`src/rtl/mtm_alu_serializer.sv`:
```
// rtl/mtm_alu_serializer.sv - ALU result/error frame serializer using 11-bit start/type/payload/stop packets
module mtm_alu_serializer #(
    parameter int CRC_WIDTH = 3
) (
    input  logic        clk,
    input  logic        rst,
    input  logic        valid,
    input  logic [31:0] C,
    input  logic [3:0]  flags,
    input  logic        err,
    input  logic [5:0]  err_flags,
    output logic        busy,
    output logic        sout
);

    typedef enum logic [1:0] {
        IDLE,
        SEND_DATA,
        SEND_CTL
    } state_t;

    state_t      state;
    logic [3:0]  bit_cnt;
    logic [1:0]  pkt_cnt;
    logic [9:0]  shift;
    logic [23:0] data;
    logic [7:0]  ctl;
    logic [7:0]  next_ctl;

    // Serial LFSR for x^3+x+1, zero seed, message fed MSB first
    function automatic logic [CRC_WIDTH-1:0] crc3(input logic [36:0] msg);
        logic [CRC_WIDTH-1:0] r;
        logic [36:0]          m;
        logic                 fb;
        r = '0;
        m = msg;
        for (int i = 0; i < 37; i++) begin
            fb = r[2] ^ m[36];
            r  = {r[1], r[0] ^ fb, fb};
            m  = {m[35:0], 1'b0};
        end
        return r;
    endfunction

    always_comb begin
        next_ctl = 8'h00;
        if (err)
            next_ctl = {1'b1, err_flags, ^{1'b1, err_flags}};
        else
            next_ctl = {1'b0, flags, crc3({C, 1'b0, flags})};
    end

    // shift holds the bits still to go after the start bit: {type, payload, stop}
    always_ff @(posedge clk) begin
        if (rst) begin
            state   <= IDLE;
            busy    <= 1'b0;
            sout    <= 1'b1;
            bit_cnt <= 4'd0;
            pkt_cnt <= 2'd0;
            shift   <= 10'd0;
            data    <= 24'd0;
            ctl     <= 8'h00;
        end else begin
            case (state)
                IDLE: begin
                    sout <= 1'b1;
                    busy <= 1'b0;
                    if (valid) begin
                        busy    <= 1'b1;
                        sout    <= 1'b0;
                        bit_cnt <= 4'd0;
                        pkt_cnt <= 2'd0;
                        data    <= C[23:0];
                        ctl     <= next_ctl;
                        if (err) begin
                            state <= SEND_CTL;
                            shift <= {1'b1, next_ctl, 1'b1};
                        end else begin
                            state <= SEND_DATA;
                            shift <= {1'b0, C[31:24], 1'b1};
                        end
                    end
                end
                SEND_DATA: begin
                    if (bit_cnt == 4'd10) begin
                        bit_cnt <= 4'd0;
                        sout    <= 1'b0;
                        if (pkt_cnt == 2'd3) begin
                            state <= SEND_CTL;
                            shift <= {1'b1, ctl, 1'b1};
                        end else begin
                            pkt_cnt <= pkt_cnt + 2'd1;
                            shift   <= {1'b0, data[23:16], 1'b1};
                            data    <= {data[15:0], 8'h00};
                        end
                    end else begin
                        bit_cnt <= bit_cnt + 4'd1;
                        sout    <= shift[9];
                        shift   <= {shift[8:0], 1'b0};
                    end
                end
                SEND_CTL: begin
                    if (bit_cnt == 4'd10) begin
                        state   <= IDLE;
                        busy    <= 1'b0;
                        sout    <= 1'b1;
                        bit_cnt <= 4'd0;
                    end else begin
                        bit_cnt <= bit_cnt + 4'd1;
                        sout    <= shift[9];
                        shift   <= {shift[8:0], 1'b0};
                    end
                end
                default: state <= IDLE;
            endcase
        end
    end

endmodule

```
`config.mk`:
```
export PLATFORM = sky130hd
export DESIGN_NAME = mtm_alu_serializer
export DESIGN_NICKNAME = d
export VERILOG_FILES = /design/src/rtl/mtm_alu_serializer.sv
export SDC_FILE = /design/constraint.sdc
export NUM_CORES = 1
export LEC_CHECK = 0
export CAP_MARGIN = 20
export CELL_PAD_IN_SITES_DETAIL_PLACEMENT = 0
export CELL_PAD_IN_SITES_GLOBAL_PLACEMENT = 1
export CORE_MARGIN = 2
export CORE_UTILIZATION = 36
export CTS_BUF_LIST = sky130_fd_sc_hd__clkbuf_16
export DETAILED_ROUTE_END_ITERATION = 16
export HOLD_SLACK_MARGIN = 0.03
export PLACE_DENSITY_LB_ADDON = 0.3
export SYNTH_ARGS = -nofsm -noshare
export SYNTH_HDL_FRONTEND = slang
export SYNTH_SLANG_ARGS = --single-unit
```
`constraint.sdc`:
```
create_clock -name clk -period 2.05 [get_ports clk]
set_input_delay 0.3075 -clock clk [delete_from_list [all_inputs] [get_ports clk]]
set_output_delay 0.3075 -clock clk [all_outputs]
set_load 0.005 [all_outputs]
```
### After elaboration in Yosys (flattened, before gate mapping)

Index checks and enable logic that the tools add are counted.

| cells by class | value |
|---|---|
| shifts and indexed selects | 0 |
| magnitude comparators | 0 |
| eq/ne operators | 10 |
| add/subtract/negate cells | 2 |
| divide/modulo/power cells | 0 |
| bitwise gates (word level) | 70 |
| muxes and demuxes | 31 |
| reduce and logical (&&, ||, !) cells | 13 |
| multiply operators | 0 |

Operator list:

| cell | count |
|---|---|
| 24-bit two-way mux | 3 |
| 1-bit bitwise XOR | 70 |
| 10-bit two-way mux | 5 |
| 24-bit one-hot mux with 2 select lines | 1 |
| 10-bit one-hot mux with 3 select lines | 1 |
| 2-bit two-way mux | 8 |
| 2-bit != test (second input constant) | 6 |
| 4-bit two-way mux | 2 |
| 8-bit two-way mux | 1 |
| 4-bit one-hot mux with 2 select lines | 1 |
| 4-bit AND reduction | 2 |
| 7-bit XOR reduction | 1 |
| 2-bit one-hot mux with 3 select lines | 1 |
| 2-bit AND reduction | 3 |
| 2-bit nonzero test | 3 |
| 1-bit two-way mux | 5 |
| 4-bit by 1-bit adder with 4-bit output (second input constant) | 1 |
| 2-bit equality test (second input constant) | 2 |
| 4-bit equality test (second input constant) | 1 |
| 2-bit one-hot mux with 2 select lines | 1 |
| 1-bit one-hot mux with 3 select lines | 1 |
| 3-bit AND reduction | 1 |
| 3-bit nonzero test | 1 |
| 2-bit by 1-bit adder with 2-bit output (second input constant) | 1 |
| 4 further kinds | 4 |

| storage, ports and cells | value |
|---|---|
| logic and storage cells | 134 |
| ROM bits | 0 |
| memories | 0 |
| bits in registers | 52 |
| input port bits | 46 |
| latch bits | 0 |
| output and inout bits | 2 |
| RAM bits | 0 |

### Logic depth before layout (Yosys ltp)

Gate-level depths: netlist of the first run.

| logic depth | value |
|---|---|
| depth after elaboration | 39 |
| depth in mapped cells | 10 |
| gate-level depth less buffers | 7 |

### Worst setup path after synthesis of the first run

Ideal clock, no wire load.

| timing path | value |
|---|---|
| path kind | register to register |
| from | register state[0] |
| to | register shift[8] |
| data required time | 1.980 ns |
| period minus slack after synthesis | 1.950 ns |
| arrival time | 1.879 ns |
| path slack | 0.100 ns |
| stages on the path, launching flop included | 10 |
| library setup time | 0.070 ns |
| buffers on the path | 2 |
| path through | dfxtp_1 inv_1 ha_1 clkbuf_1 nor2b_1 nor2_1 nand2_1 clkbuf_1 or3_1 a21oi_1 |

| on the way | value |
|---|---|
| cells in the longest elaborated chain, start to end | 3 |
| elaborated cells on any way between the ends | 8 |
| those cells by class | eq/ne: 4; mux: 1; reduce/logical: 3 |

RTL lines:

| item | RTL line | text |
|---|---|---|
| start: declaration | 22 | `state_t state;` |
| start signal: assignment | 56 | `state <= IDLE;` |
| start signal: assignment | 77 | `state <= SEND_CTL;` |
| start signal: assignment | 80 | `state <= SEND_DATA;` |
| 2-bit equality test, or another cell as far along | 65 | `case (state)` |
| 2-bit != test (no source line) or 3-bit nonzero test (tied branches) | n/a |  |
| 3-bit AND reduction (no source line) | n/a |  |
| end signal: assignment | 78 | `shift <= {1'b1, next_ctl, 1'b1};` |
| end signal: assignment | 81 | `shift <= {1'b0, C[31:24], 1'b1};` |
| end signal: assignment | 91 | `shift <= {1'b1, ctl, 1'b1};` |
| end: declaration | 25 | `logic [9:0] shift;` |

Parallel ways exist; a longest one is shown, timed or not.
A chain may end at the register's enable or synchronous reset.

### Final worst setup path of the first run

| timing path | value |
|---|---|
| from | input C[31] |
| to | register ctl[1] |

| on the way | value |
|---|---|
| cells in the longest elaborated chain, start to end | 36 |
| elaborated cells on any way between the ends | 70 |
| those cells by class | mux: 1; bitwise: 69 |

RTL lines:

| item | RTL line | text |
|---|---|---|
| start: declaration | 8 | `input logic [31:0] C,` |
| 1-bit bitwise XOR (on tied branches) | 39, 38 |  |
| 1-bit bitwise XOR (on tied branches) | 38, 39 |  |
| 1-bit bitwise XOR (on tied branches) | 39, 38 |  |
| 1-bit bitwise XOR (on tied branches) | 38, 39 |  |
| 1-bit bitwise XOR (on tied branches) | 39, 38 |  |
| 1-bit bitwise XOR (on tied branches) | 38, 39 |  |
| 1-bit bitwise XOR (on tied branches) | 39, 38 |  |
| 1-bit bitwise XOR (on tied branches) | 38, 39 |  |
| [... 20 more ...] | n/a |  |
| 1-bit bitwise XOR (on tied branches) | 39, 38 |  |
| 1-bit bitwise XOR (on tied branches) | 38, 39 |  |
| 1-bit bitwise XOR | 39 | `r = {r[1], r[0] ^ fb, fb};` |
| 1-bit bitwise XOR | 38 | `fb = r[2] ^ m[36];` |
| 1-bit bitwise XOR | 39 |  |
| 1-bit bitwise XOR | 38 |  |
| 1-bit bitwise XOR * | 39 |  |
| 8-bit two-way mux * | 47 | `if (err)` |
| end signal: assignment | 75 | `ctl <= next_ctl;` |
| end: declaration | 27 | `logic [7:0] ctl;` |

Every way passes the cells marked *; elsewhere a longest branch is shown, timed or not.

==> impl_metrics.env, run 1 <==
export IMPL_status="complete, no violations"
export IMPL_r2r_end="shift[1]"
export IMPL_grt_overflow=0
export IMPL_dpl_hpwl_um=5520
export IMPL_first_global_vias=2518
export IMPL_power_switching_uw=1780
export IMPL_total_leakage_power_uw=0.00152
export IMPL_gp_congestion=0.799
export IMPL_synth_avg_cell_area_um2=8.53
export IMPL_hold_viol=0
export IMPL_final_min_clock_period_ps=1960
export IMPL_synth_top_area_frac=0.343
export IMPL_route_detailed_drc=0
export IMPL_wl_per_cell_um=14.6
export IMPL_synthTopCellsByArea="dfxtp_1 34%, mux2i_1 9.6%, xnor2_1 8.1%"
export IMPL_antenna_left=0
export IMPL_critPathCaptureType="flop"
export IMPL_synth_net_count=409
export IMPL_min_from="data[7]"
export IMPL_fillCellCount=803
export IMPL_drtIter0Drc=61
export IMPL_antenna_found_initial=0
export IMPL_first_pass_iters=6
export IMPL_grtUsageTotal=0.172
export IMPL_worst_slack_ps=86.1
export IMPL_grt_pass1_wl_um=12400
export IMPL_pwr_share_seq=0.307
export IMPL_grt_use_met3=0.0368
export IMPL_crit_fanout=2
export IMPL_synthesis_area_um2=3040
export IMPL_hold_end="data[7]"
export IMPL_p_clk_frac=0.236
export IMPL_start_util=0.370
export IMPL_clock_sinks=52
export IMPL_cts_max_level=2
export IMPL_peakVddDrop_mv=0.549
export IMPL_busiest_layer="met2"
export IMPL_dp_slack_ps=-431
export IMPL_cts_tree="built"
export IMPL_drive_gt1_frac=0.0969
export IMPL_routed_wl_um=7560
export IMPL_ys_ff_latch=52
export IMPL_p_int_uw=3330
export IMPL_synth_adder_area_share=0.0288
export IMPL_synth_xor_area_frac=0.137
export IMPL_rr_startpoint="bit_cnt[0]"
export IMPL_cts_buffers=5
export IMPL_period_share=0.958
export IMPL_maxSlewHeadroom=0.570
export IMPL_hold_depth=2
export IMPL_synth_edf_count=0
export IMPL_finalSetupViolCount=0
export IMPL_ys_warn_count=0
export IMPL_max_freq_mhz=509
export IMPL_synth_compound_area_frac=0.182
export IMPL_met1_usage=0.246
export IMPL_powerDensity_nw_per_um2=1280
export IMPL_grt_max_degree=43
export IMPL_ys_types=35
export IMPL_synth_ff_type="dfxtp_1"
export IMPL_synthCells=356
export IMPL_core_area_um2=8220
export IMPL_antennaDiodeCount=0
export IMPL_portBuffers=47
export IMPL_critPathArrivalTime_ps=2150
export IMPL_die_h_um=95.9
export IMPL_die_area_um2=9190
export IMPL_clockRootBuffer="clkbuf_16"
export IMPL_hp_class="reg2reg"
export IMPL_num_rows=33
export IMPL_critPathRequiredTime_ps=2230
export IMPL_slew_violations=0
export IMPL_io_pins=48
export IMPL_max_cap_violations=0
export IMPL_stdcell_area_um2=4000
export IMPL_rsz0062_at_grt="false"
export IMPL_holdBufCountCts=0
export IMPL_synthToLayoutAreaGrowth_pct=31.6
export IMPL_synth_most_common_cell="dfxtp_1"
export IMPL_p_comb_frac=0.457
export IMPL_p_sw_frac=0.348
export IMPL_worst_pin_slew_ps=646
export IMPL_nets=465
export IMPL_rrSetupSlack_ps=140
export IMPL_yosysTopAreaCell="dfxtp_1"
export IMPL_met2_usage=0.269
export IMPL_via_per_inst=5.04
export IMPL_async_flop_share=0
export IMPL_synth_common_cells="52 x dfxtp_1, 41 x a21oi_1, 30 x nor2_1, 29 x mux2i_1"
export IMPL_yosys_area_share_simple=0.173
export IMPL_synth_top_family_by_area="compound AO/OA/AOI/OAI gates"
export IMPL_die_w_um=95.9
export IMPL_worstSetupPathType="in2reg"
export IMPL_vias=2610
export IMPL_cp_start_kind="input pin"
export IMPL_synthMuxAreaShare=0.0956
export IMPL_dpl_cell_area_um2=3760
export IMPL_path_clk_slew_ps=70
export IMPL_worst_r2r_cell_count=7
export IMPL_clock_skew_ps=3.21
export IMPL_ys_seq_area_frac=0.343
export IMPL_clockBufferDepth=2
export IMPL_clk_latency_ps=290
[sequential cells by signal, indices dropped and copies added, names as in the netlist]
register  count
bit_cnt       4
data         24
pkt_cnt       2
ctl           8
state         2
shift        10
sout          1
busy          1
[metrics by stage]
step / std cells / TNS [ps] / util / power, uW / hold WS [ps]
floorplan: 356 / 0 / - / 3200 / 432
global placement: 508 / -918 / 0.458 / 3900 / 439
detailed placement: 508 / -889 / 0.458 / 3930 / 445
CTS: 517 / 0 / 0.485 / 5160 / 455
global route: 518 / 0 / 0.487 / 5500 / 475
finish: 518 / 0 / 0.487 / 5100 / 453
[routing by layer]
layer | part of all wire | routed length (um)
met3 | 0.042 | 317
met4 | 0.0053 | 40
met5 | 0 | 0
met1 | 0.53 | 3970
met2 | 0.43 | 3230
[worst max path at each step]
stage / start / end / slack (ps) / depth (start not counted)
5_1_grt: C[4] / ctl[1] / 0.8 / 6
2_1_floorplan: state[0] / shift[8] / 100 / 9
3_5_place_dp: C[11] / ctl[1] / -430 / 6
6_report: C[31] / ctl[1] / 90 / 6
4_1_cts: flags[2] / ctl[0] / 80 / 7
3_3_place_gp: C[11] / ctl[1] / -430 / 6
[final cells by class]
cell class / instances / area [um^2] / share of cell area
inverter: 6 / 22.5 / 0.00563
timing repair buffer: 75 / 716 / 0.179
clock buffer: 5 / 125 / 0.0313
clock inverter: 3 / 90.1 / 0.0225
multi-input combinational: 272 / 1870 / 0.468
sequential: 52 / 1040 / 0.260
tap: 105 / 131 / 0.0329
[worst max-delay path: stages]
cell	delay, ps
clkdlybuf4s50_1	440
xnor2_1	280
xnor2_1	180
xnor3_2	460
xnor3_1	360
o2bb2ai_1	120
[power groups by stage]
stage | clock network (uW) | registers, uW | logic, uW
4_1_cts | 1230 | 1570 | 2360
2_1_floorplan | 0 | 1530 | 1670
3_3_place_gp | 0 | 1590 | 2310
3_5_place_dp | 0 | 1590 | 2340
6_report | 1200 | 1570 | 2330
5_1_grt | 1270 | 1610 | 2620
[what timing repair did]
action                                  CTS  global route
pin swaps                                 2             2
hold endpoints to repair                  0             0
setup buffers                             1             1
gates resized for setup                   0             1
endpoints found under the setup margin    2             9
[cells in the final DEF (no fill, tap or decap), drive strengths merged, types with 4 or more instances in the layout]
cell,netlist,layout
nand3b,11,11
a21oi,41,41
xnor3,5,5
xnor2,28,28
buf,6,29
xor2,6,6
inv,6,6
dfxtp,52,52
ha,7,7
clkdlybuf4s50,0,45
nor2,30,30
o21ai,14,14
nand2,28,28
mux2i,29,29
or3,10,10
a211oi,28,28
nor2b,8,8
clkbuf,20,5
nor3,4,4
[cell families after synthesis]
logic type | after synthesis
simple gates | 105
mux | 29
buf+inv | 32
fa+ha+maj | 7
compound gates | 92
flops | 52
xor+xnor | 39
Note: power is estimated with default switching activity, not from simulation.
==> run 2: changes to the inputs <==
Settings changed: SLEW_MARGIN set to 10.
==> results of run 2 <==
Same layout as run 1: the final DEF is identical, and so are final timing and power.
==> run 3: changes to the inputs <==
Settings changed: CORE_MARGIN 2 to 5, CORE_UTILIZATION 36 to 40.
Clock period 2.05 ns to 1.9 ns, I/O delays scaled along.
==> run 3 against run 2 <==
Against the previous run:
- wire length is 0.57% lower
- hold slack worse by 7.9 ps
- largest cell class unchanged
- register-to-register slack worse by 20 ps
- combinational power is 12% higher
- first-iteration DRC count is 34% higher
- non-clock buffer count is 4 higher
- global-route usage is 0.90 points lower
==> impl_metrics.env, run 3 (synthesis gave the netlist of run 1 again) <==
export IMPL_routed_wl_um=7520
export IMPL_clockBufferDepth=2
export IMPL_setup_tns_final_ps=0
export IMPL_p_comb_frac=0.500
export IMPL_period_share=0.969
export IMPL_slew_violations=0
export IMPL_p_clk_frac=0.175
export IMPL_die_h_um=97.2
export IMPL_grt_pass1_wl_um=12800
export IMPL_antenna_left=0
export IMPL_status="complete, no violations"
export IMPL_worstSetupPathType="in2reg"
export IMPL_largest_reg_flops=24
export IMPL_max_cap_violations=0
export IMPL_first_pass_iters=4
export IMPL_maxSlewHeadroom=0.622
export IMPL_crit_fanout=2
export IMPL_peakVddDrop_mv=0.534
export IMPL_rsz0062_at_grt="true"
export IMPL_cp_cell_sequence="clkdlybuf4s50_1 -> xnor2_2 -> xnor2_1 -> xnor3_2 -> buf_4 -> xnor2_1 -> o22ai_1"
export IMPL_critPathArrivalTime_ps=2000
export IMPL_finalSetupViolCount=0
export IMPL_total_leakage_power_uw=0.00151
export IMPL_core_area_um2=7330
export IMPL_min_from="C[4]"
export IMPL_grt_max_degree=29
export IMPL_worst_slack_ps=59.5
export IMPL_regMostFlops="data"
export IMPL_clock_sinks=52
export IMPL_antenna_found_initial=0
export IMPL_io_pins=48
export IMPL_final_min_clock_period_ps=1840
export IMPL_wl_per_cell_um=14.6
export IMPL_dpl_hpwl_um=5660
export IMPL_path_clk_slew_ps=70
export IMPL_powerDensity_nw_per_um2=1300
export IMPL_critPathRequiredTime_ps=2060
export IMPL_cp_start_kind="input pin"
export IMPL_route_detailed_drc=0
export IMPL_holdBufCountCts=0
export IMPL_clockRootBuffer="clkbuf_16"
export IMPL_rr_startpoint="state[0]"
export IMPL_vias=2618
export IMPL_grtUsageTotal=0.163
export IMPL_dp_slack_ps=-648
export IMPL_cts_tree="built"
export IMPL_hold_viol=0
export IMPL_top_regs="data: 24 flops, shift: 10 flops, ctl: 8 flops"
export IMPL_drive_gt1_frac=0.122
export IMPL_cp_slowest_cell="clkdlybuf4s50_1"
export IMPL_clk_latency_ps=290
export IMPL_crit_path_max_incr_delay_ps=460
export IMPL_die_w_um=97.2
export IMPL_via_per_inst=5.07
export IMPL_clock_skew_ps=4.53
export IMPL_num_rows=31
export IMPL_portBuffers=47
export IMPL_first_global_vias=2650
export IMPL_critPathCaptureType="flop"
export IMPL_max_freq_mhz=543
export IMPL_power_switching_uw=1950
export IMPL_hp_class="in2reg"
export IMPL_cts_buffers=5
export IMPL_p_int_uw=3260
export IMPL_holdWs_ps=445
export IMPL_worst_pin_slew_ps=567
export IMPL_drtIter0Drc=82
export IMPL_final_cell_mix="52 x dfxtp_1, 42 x clkdlybuf4s50_1, 41 x a21oi_1"
export IMPL_finalPower_uw=5210
export IMPL_die_area_um2=9440
export IMPL_synthToLayoutAreaGrowth_pct=31.6
export IMPL_final_common_cell="dfxtp_1"
export IMPL_p_sw_frac=0.374
export IMPL_grt_overflow=0
export IMPL_critical_path_startpoint="C[31]"
export IMPL_gp_congestion=0.787
export IMPL_antennaDiodeCount=0
export IMPL_cp_common_cell="xnor2_1"
export IMPL_start_util=0.414
export IMPL_cts_max_level=2
export IMPL_nets=469
export IMPL_pwr_share_seq=0.325
-- run 3: power groups by stage --
| stage | clock network [uW] | registers [uW] | logic (uW) |
|---|---|---|---|
| after floorplan | 0 | 1650 | 1810 |
| after global placement | 0 | 1710 | 2560 |
| after detailed placement | 0 | 1720 | 2590 |
| after CTS | 940 | 1700 | 2600 |
| after global routing | 985 | 1750 | 2910 |
| final | 912 | 1690 | 2610 |
-- run 3: path summary, 6_finish.rpt --
path                            endpoint  slack, ps  depth (start not counted)
worst max-delay path              ctl[2]         60                          7
worst max register to register  shift[3]        120                          7
worst min-delay path             data[4]        450                          3
worst min register to register   data[4]        450                          2
-- run 3: repair_timing --
item / CTS / global route
pin swaps: 6 / 1
setup endpoints to repair: 3 / 30
setup buffers: 1 / 0
endpoints found under the hold margin: 0 / 0
gates resized for setup: 6 / 7
-- run 3: stage by stage --
step / cell area, um^2 / util / instances
floorplan: 3040 / - / 356
global placement: 3810 / 0.520 / 507
detailed placement: 3810 / 0.520 / 507
CTS: 3980 / 0.543 / 516
global route: 4000 / 0.545 / 516
finish: 4000 / 0.545 / 516
-- run 3: final cells by class --
cell class                 instances  area, um^2
tap                               99         124
inverter                           6        22.5
sequential                        52        1040
fill                             683        3330
clock inverter                     3        23.8
multi-input combinational        272        1910
clock buffer                       5         125
timing repair buffer              79         754
-- run 3: metal layers --
layer,vias up,part of all wire,track usage
li1,1371,-,-
met1,1201,0.52,0.231
met2,44,0.44,0.248
met3,2,0.038,0.0380
met4,0,0.0039,0.0400
met5,-,0,0
-- run 3: worst max-delay path, delay by kind of cell --
kind                      cells  cell delay, ps
AOI/OAI and AO/OA             1              90
buffers and inverters         2             610
xor gates and xnor gates      4            1020
